File: src/rtl/mux_pkg.sv
// mux_pkg
//   Shared definitions for the team's 8:1 byte mux and its 1:8 demux
//   counterpart. Holds channel count, select width, the channel index
//   type, the default lane data width and a one-hot decode helper.
//   No ports (package).
package mux_pkg;

  localparam int NUM_CH    = 8;
  localparam int SEL_W     = 3;
  localparam int DEF_WIDTH = 8;

  typedef logic [SEL_W-1:0] ch_idx_t;

  // One-hot lane mask for a channel index.
  function automatic logic [NUM_CH-1:0] ch_onehot(input ch_idx_t ch);
    logic [NUM_CH-1:0] mask;
    mask     = '0;
    mask[ch] = 1'b1;
    return mask;
  endfunction

endpackage

File: src/rtl/demux_slot.sv
// demux_slot
//   One-entry holding register for a single demux output lane, with a
//   valid/ready handshake towards the lane consumer.
//   Ports:
//     clk    rising-edge clock
//     rst_n  synchronous active-low reset; clears data and full flag
//     load   write din into the register this cycle (takes priority
//            over a simultaneous drain, so drain+load leaves no bubble)
//     din    data to load
//     dout   registered lane data
//     valid  register holds an unconsumed byte
//     ready  consumer accepts dout this cycle
module demux_slot
  import mux_pkg::*;
#(
  parameter int WIDTH = DEF_WIDTH
) (
  input  logic             clk,
  input  logic             rst_n,
  input  logic             load,
  input  logic [WIDTH-1:0] din,
  output logic [WIDTH-1:0] dout,
  output logic             valid,
  input  logic             ready
);

  logic [WIDTH-1:0] hold;
  logic             full;

  always_ff @(posedge clk) begin
    if (!rst_n) begin
      hold <= '0;
      full <= 1'b0;
    end else if (load) begin
      hold <= din;
      full <= 1'b1;
    end else if (full && ready) begin
      // drain only clears the flag; the data stays visible but invalid
      full <= 1'b0;
    end
  end

  assign dout  = hold;
  assign valid = full;

endmodule

File: src/rtl/demux8_buf.sv
// demux8_buf
//   Buffered 1-to-8 byte demultiplexer. A single valid/ready input stream
//   is steered into one of eight lanes, each with its own one-entry
//   holding register, so a stalled lane only blocks bytes addressed to it.
//   Optional feature macro: DEMUX_AUTOSEQ_EN
//     defined   - destination comes from an internal round-robin pointer
//                 (ch_ptr) that advances on every accepted byte; s ignored
//     undefined - destination is s; ch_ptr is tied to zero
//   Ports:
//     clk       rising-edge clock
//     rst_n     synchronous active-low reset
//     d         input data
//     s         destination channel for d
//     d_valid   input valid
//     d_ready   input ready (combinational from select and y_ready only)
//     y0..y7    lane data
//     y_valid   per-lane valid
//     y_ready   per-lane ready
//     ch_ptr    next destination channel in auto-sequence mode
//     xfer_cnt  accepted-transfer count, wraps
module demux8_buf
  import mux_pkg::*;
#(
  parameter int WIDTH = DEF_WIDTH,
  parameter int CNT_W = 16
) (
  input  logic              clk,
  input  logic              rst_n,
  input  logic [WIDTH-1:0]  d,
  input  logic [SEL_W-1:0]  s,
  input  logic              d_valid,
  output logic              d_ready,
  output logic [WIDTH-1:0]  y0,
  output logic [WIDTH-1:0]  y1,
  output logic [WIDTH-1:0]  y2,
  output logic [WIDTH-1:0]  y3,
  output logic [WIDTH-1:0]  y4,
  output logic [WIDTH-1:0]  y5,
  output logic [WIDTH-1:0]  y6,
  output logic [WIDTH-1:0]  y7,
  output logic [NUM_CH-1:0] y_valid,
  input  logic [NUM_CH-1:0] y_ready,
  output logic [SEL_W-1:0]  ch_ptr,
  output logic [CNT_W-1:0]  xfer_cnt
);

  ch_idx_t           sel;
  logic              accept;
  logic [NUM_CH-1:0] load;
  logic [WIDTH-1:0]  lane_data [NUM_CH];

`ifdef DEMUX_AUTOSEQ_EN
  ch_idx_t ptr_q;

  always_ff @(posedge clk) begin
    if (!rst_n) begin
      ptr_q <= '0;
    end else if (accept) begin
      ptr_q <= ptr_q + ch_idx_t'(1);
    end
  end

  assign sel    = ptr_q;
  assign ch_ptr = ptr_q;
`else
  assign sel    = s;
  assign ch_ptr = '0;
`endif

  // A full lane can still take a byte when it is being drained this cycle.
  assign d_ready = !y_valid[sel] || y_ready[sel];
  assign accept  = d_valid && d_ready;

  always_comb begin
    load = '0;
    if (accept) begin
      load = ch_onehot(sel);
    end
  end

  for (genvar k = 0; k < NUM_CH; k++) begin : g_slot
    demux_slot #(
      .WIDTH (WIDTH)
    ) u_slot (
      .clk   (clk),
      .rst_n (rst_n),
      .load  (load[k]),
      .din   (d),
      .dout  (lane_data[k]),
      .valid (y_valid[k]),
      .ready (y_ready[k])
    );
  end

  assign y0 = lane_data[0];
  assign y1 = lane_data[1];
  assign y2 = lane_data[2];
  assign y3 = lane_data[3];
  assign y4 = lane_data[4];
  assign y5 = lane_data[5];
  assign y6 = lane_data[6];
  assign y7 = lane_data[7];

  always_ff @(posedge clk) begin
    if (!rst_n) begin
      xfer_cnt <= '0;
    end else if (accept) begin
      xfer_cnt <= xfer_cnt + CNT_W'(1);
    end
  end

endmodule

File: config.mk
export PLATFORM = sky130hd
export DESIGN_NAME = demux8_buf
export DESIGN_NICKNAME = d
export VERILOG_FILES = /design/src/rtl/mux_pkg.sv /design/src/rtl/demux_slot.sv /design/src/rtl/demux8_buf.sv
export SDC_FILE = /design/constraint.sdc
export NUM_CORES = 1
export LEC_CHECK = 0
export BUFFER_PORTS_ARGS = -buffer_cell sky130_fd_sc_hd__buf_2
export CAP_MARGIN = 0
export CORE_MARGIN = 2
export CORE_UTILIZATION = 50
export DETAILED_ROUTE_END_ITERATION = 10
export PLACE_DENSITY = 0.85
export SETUP_SLACK_MARGIN = 0.1
export SLEW_MARGIN = 20
export SYNTH_ARGS = -nofsm -noshare
export SYNTH_HDL_FRONTEND = slang
export SYNTH_HIERARCHICAL = 1
export SYNTH_SLANG_ARGS = --single-unit
File: constraint.sdc
create_clock -name clk -period 3.6 [get_ports clk]
set_input_delay 0.36 -clock clk [delete_from_list [all_inputs] [get_ports clk]]
set_output_delay 0.36 -clock clk [all_outputs]
set_load 0.01 [all_outputs]
==> results_dict.tcl, run 1 <==
set metrics [dict create \
    grt_usage_pct 22.2 \
    cts_tree "done" \
    ctsHoldBuffers 0 \
    antenna_left 0 \
    synth_cells 341 \
    ys.flop_type "dfxtp_1" \
    total_power_w 0.00188 \
    place.gp.congestion 0.814 \
    vias 2901 \
    grt_antenna_before_repair 0 \
    dp_cells 540 \
    critPathArrivalTime_ns 2.87 \
    drc 0 \
    drt_pre_antenna_iters 4 \
    tns_ns 0 \
    critPathLaunchType "register" \
    cap_violations 0 \
    start_util_pct 51.6 \
    io_buffers 110 \
    overflow 0 \
    die_y_um 90.5 \
    worst_ep_required_time_ns 3.85 \
    grt_pass1_wl_um 14500 \
    synth_top_area_share_pct 47.1 \
    hold_viol_final 0 \
    power_density_nw_per_um2 416 \
    cts_setup_buffers 0 \
    layout-drive-gt1-share_pct 33.5 \
    post_drt_wl_per_cell_um 16.1 \
    clk_path_buf_depth 2 \
    rsz0062_at_grt "false" \
    tightest_slew_ns 1.06 \
    yosys_register_bits 88 \
    io_pins 114 \
    p_leak_nw 1.79 \
    fmax_mhz 382 \
    hold_class "in2reg" \
    nFillCells 604 \
    ir_drop_mv 0.351 \
    synthArstFlopShare_pct 0 \
    viasPerCell 5.22 \
    critPathCaptureType "register" \
    rows 31 \
    final_cell_area_um2 4530 \
    synthTopCellsByCount "dfxtp_1, nor2b_1, mux2i_1" \
    synth_edf_count 0 \
    layoutNonFillerInstCount 556 \
    core_um2 7250 \
    placed_area_um2 4320 \
    ys_types 34 \
    die-area_um2 8190 \
    areaGrowthSynthToFinish_pct 21.1 \
    final_nets 475 \
    clock_latency_ns 0.36 \
    crit_path_max_fanout 34 \
    drt_wl_total_um 8940 \
    die_w_um 90.5 \
    finalCoreUtilization_pct 62.5 \
    htree_levels 3 \
    syn-mean-instance-area_um2 11.0 \
    synth.largest_area_cell "dfxtp_1" \
    yosys_warnings 6 \
    postCtsResizedCells 0 \
    numCtsBuffers 9 \
    place_hpwl_um 6180 \
    path_clk_slew_ns 0.09 \
    setup_viol 0 \
    layout_min_cycle_time_ns 2.62 \
    grt_max_degree 47 \
    netlist_area_um2 3740 \
    timing.slew.headroom_pct 28.9 \
    finClkSkew_ns 0.0140 \
    first_iter_violations 97 \
    clockRootBuffer "clkbuf_8" \
    finalMaxSlewViolations 0 \
    cts.sinks 88 \
    critical_path_class "reg2reg" \
    grt_pass1_vias 2849 \
    seq_area_frac_synth_pct 47.1 \
    fin_crit_sh_pct 72.8 \
    synthTopCellsByArea "dfxtp_1, mux2i_1, nor2b_1, buf_6, mux4_2" \
    synth.most_common_cell "dfxtp_1" \
    n_antenna_cell 0 \
    status "finished, final reports clean" \
]
## flip-flops by register name (all words and copies together), names as in the netlist
name and cells:
g_slot.u_slot/dout 64, g_slot.u_slot/valid 8, xfer_cnt 16
## power by group
part           switching [W]  internal (W)  leakage [nW]
Combinational      0.0000923     0.0000705         0.971
Sequential         0.0000132      0.000993         0.712
Clock               0.000367      0.000348         0.104
Total               0.000472       0.00141          1.79
## kinds of logic after synthesis
kind of cell / Yosys count / share of synthesized area (%)
AND/OR/NAND/NOR: 121 / 19.4
AO/OA/AOI/OAI: 36 / 6.83
buffers and inverters: 22 / 5.02
flip-flops: 88 / 47.1
XOR/XNOR: 1 / 0.435
other: 1 / 0.100
multiplexers: 71 / 20.8
adder cells (fa/ha/maj): 1 / 0.335
## final timing paths
kind | start | slack (ns) | depth (start not counted) | end
worst max-delay path | g_slot[7].u_slot/valid$_SDFFE_PN0P_ | 0.98 | 6 | g_slot[2].u_slot/dout[2]$_SDFFE_PN0P_
worst min-delay path | y_ready[2] | 0.34 | 3 | g_slot[2].u_slot/valid$_SDFFE_PN0P_
worst max register to register | g_slot[7].u_slot/valid$_SDFFE_PN0P_ | 0.98 | 6 | g_slot[2].u_slot/dout[2]$_SDFFE_PN0P_
worst min register to register | xfer_cnt[15]$_SDFFE_PN0P_ | 0.48 | 2 | xfer_cnt[15]$_SDFFE_PN0P_
## layer usage
metal	GRT usage, %	part of all wire, %	vias up
li1	-	-	1404
met1	27.9	43	1385
met2	35.4	48	98
met3	7.85	7.5	14
met4	7.44	2.0	0
met5	0	0	-
## final cells by class
type / instances / area (um^2) / area share, %
sequential: 88 / 1760 / 38.9
clock inverter: 6 / 72.6 / 1.60
timing repair buffer: 116 / 596 / 13.1
tap: 99 / 124 / 2.73
inverter: 4 / 15.0 / 0.331
clock buffer: 10 / 138 / 3.04
multi-input combinational: 233 / 1820 / 40.3
## cells in the final DEF, fill, tap and decap left out, types with 4 or more instances in the layout
cell type / n
dfxtp_1: 88
o21ai_1: 4
nand4_1: 4
o31ai_1: 6
nor2_1: 5
nand2_1: 7
or3_1: 8
a21oi_1: 9
nor3_2: 4
o21a_1: 9
nor2b_1: 72
mux4_2: 4
or4_1: 6
buf_2: 110
buf_4: 6
mux2i_1: 65
clkbuf_8: 10
inv_1: 4
nand3_1: 6
## metrics by stage
step | setup slack [ns] | hold slack [ns]
finish | 0.980 | 0.336
global route | 0.827 | 0.325
CTS | 0.960 | 0.317
detailed placement | 0.600 | 0.465
global placement | 0.669 | 0.450
floorplan | 1.32 | 0.478
## critical path, stage by stage (launching register included)
cell     delay (ns)
dfxtp_1        0.33
mux4_2         0.50
mux2i_4        0.20
o21ai_4        0.25
nor3_2         0.87
mux2i_1        0.29
nor2b_1        0.07
(Power assumes the default switching activity.)
==> inputs of run 2 (changes only) <==
Settings changed: ABC_AREA set to 1.
Clock period 3.6 ns to 2.7 ns, I/O delays scaled along.
==> results_dict.tcl, run 2 <==
set metrics [dict create \
    die-area_um2 8320 \
    finalMaxSlewViolations 0 \
    rsz0062_at_grt "false" \
    clk_path_buf_depth 2 \
    r2r_cells 14 \
    crit_buf_inv 3 \
    synth.largest_area_cell "dfxtp_1" \
    vias 3939 \
    areaGrowthSynthToFinish_pct 23.2 \
    synth_top_area_share_pct 46.3 \
    tightest_slew_ns 0.624 \
    ys_types 26 \
    critPathArrivalTime_ns 2.47 \
    fin_crit_sh_pct 82.1 \
    yosys_warnings 6 \
    worstHoldPathCells 4 \
    cts_setup_buffers 0 \
    overflow 0 \
    path_clk_slew_ns 0.09 \
    post_drt_wl_per_cell_um 14.3 \
    synth.most_common_cell "nor2_1" \
    antenna_left 0 \
    r2r_slack_ns 0.48 \
    cap_violations 0 \
    drt_wl_total_um 10800 \
    core_um2 7290 \
    grt_antenna_before_repair 0 \
    setup_viol 0 \
    largest_reg_flops 64 \
    critPathCaptureType "register" \
    io_pins 114 \
    seq_area_frac_synth_pct 46.3 \
    critical_path_class "reg2reg" \
    hold_viol_final 0 \
    hold_class "in2reg" \
    ys.flop_type "dfxtp_1" \
    first_iter_violations 282 \
    fmax_mhz 451 \
    htree_levels 3 \
    final_nets 673 \
    drc 0 \
    layout-drive-gt1-share_pct 27.5 \
    p_leak_nw 2.36 \
    finalCoreUtilization_pct 64.3 \
    syn-mean-instance-area_um2 7.19 \
    slowest_delay_ns 0.35 \
    clock_latency_ns 0.36 \
    numCtsBuffers 9 \
    power_density_nw_per_um2 566 \
    die_w_um 91.2 \
    worst_ep_required_time_ns 2.95 \
    cp.depth 14 \
    cts.sinks 88 \
    io_buffers 110 \
    drt_pre_antenna_iters 5 \
    dp_worst_setup_slack_ns 0.176 \
    ir_drop_mv 0.319 \
    tns_ns 0 \
    viasPerCell 5.22 \
    wl_met2_um 5180 \
    final_common_cell "nor2_1" \
    timing.slew.headroom_pct 58.3 \
    synth_cells 529 \
    crit_path_max_fanout 18 \
    path_delay_family "simple AND/OR/NAND/NOR gates" \
    place_hpwl_um 7720 \
    critPathLaunchType "register" \
    synth_edf_count 0 \
    layout_min_cycle_time_ns 2.22 \
    grt_max_degree 36 \
    grt_usage_pct 25.6 \
    cts_tree "done" \
    top_layer_used "met4" \
    synthTopCellsByArea "dfxtp_1, nor2_1, o21ai_0, nand2_1, inv_1" \
    grt_pass1_vias 3744 \
    drt-met1-wl_um 4470 \
    n_antenna_cell 0 \
    synthArstFlopShare_pct 0 \
    setup_ws_ns 0.484 \
    yosys_register_bits 88 \
    status "finished, final reports clean" \
    synthTopCellsByCount "nor2_1, dfxtp_1, nand2_1" \
    slowest_stage "dfxtp_1" \
    crit_path_frequent_cell "nand2_1" \
    finClkSkew_ns 0.0139 \
    wl_met3_um 842 \
    grt_pass1_wl_um 17400 \
    final_cell_mix "nor2_1, buf_2, dfxtp_1, nand2_1, o21ai_0" \
    netlist_area_um2 3800 \
    die_y_um 91.2 \
    clockRootBuffer "clkbuf_8" \
    start_util_pct 52.2 \
    place.gp.congestion 0.864 \
    cp_cell_sequence "nand2_1, nand2_1, nand2_1, nand2_1, inv_1, nand2_2, nand2_4, nand2_4, inv_2, nand2_1, nor2_2, inv_2, nor2_1, nor2_1" \
    rows 31 \
]
run 2: area by class of cell:
| type | instances | area, um^2 |
|---|---|---|
| Sequential cell | 88 | 1760 |
| Multi-Input combinational cell | 378 | 1760 |
| Fill cell | 670 | 2600 |
| Inverter | 56 | 218 |
| Timing Repair Buffer | 117 | 603 |
| Clock inverter | 7 | 101 |
| Clock buffer | 9 | 124 |
| Tap cell | 99 | 124 |
run 2: final timing paths:
| check | endpoint | startpoint |
|---|---|---|
| max | g_slot[3].u_slot/dout[6]$_SDFFE_PN0P_ | g_slot[5].u_slot/valid$_SDFFE_PN0P_ |
| min | g_slot[7].u_slot/valid$_SDFFE_PN0P_ | y_ready[7] |
| max reg2reg | g_slot[3].u_slot/dout[6]$_SDFFE_PN0P_ | g_slot[5].u_slot/valid$_SDFFE_PN0P_ |
| min reg2reg | g_slot[7].u_slot/valid$_SDFFE_PN0P_ | g_slot[7].u_slot/valid$_SDFFE_PN0P_ |
run 2: per-layer routing:
layer	vias up	GRT usage [%]
li1	1904	-
met1	1821	33.3
met2	187	42.0
met3	27	5.31
met4	0	9.60
met5	-	0
run 2: cell families (layout without fill, tap and decap cells):
logic type               Yosys count  in the layout  share of synthesized area [%]
AND/OR/NAND/NOR                  279            279                           30.4
other                              1              3                         0.0986
flip-flops                        88             88                           46.3
XOR/XNOR                           7              7                           1.61
AO/OA/AOI/OAI                     88             88                           13.4
adder cells (fa/ha/maj)            1              1                          0.329
buffers and inverters             65            189                           7.92
run 2: metrics by stage:
stage | cells | hold slack [ns] | cell area, um^2 | total power, W
after floorplan | 531 | 0.391 | 3810 | 0.00153
after global placement | 738 | 0.471 | 4460 | 0.00163
after detailed placement | 738 | 0.477 | 4460 | 0.00164
after CTS | 754 | 0.173 | 4680 | 0.00266
after global routing | 754 | 0.177 | 4690 | 0.00275
final | 754 | 0.176 | 4690 | 0.00265
run 2: tightest hold or removal path, stage by stage:
cell	delay, ns
buf_2	0.09
inv_1	0.03
nand2_1	0.06
a21oi_2	0.04
run 2: repair_timing:
action,in CTS,in global routing
hold buffers,0,0
setup endpoints to repair,0,4
resized for setup,0,3
run 2: power by group:
part	switching [W]	internal (W)	leakage (nW)
clock network	0.000504	0.000531	0.107
registers	0.0000253	0.00134	0.714
logic	0.000173	0.0000819	1.54
total	0.000703	0.00195	2.36
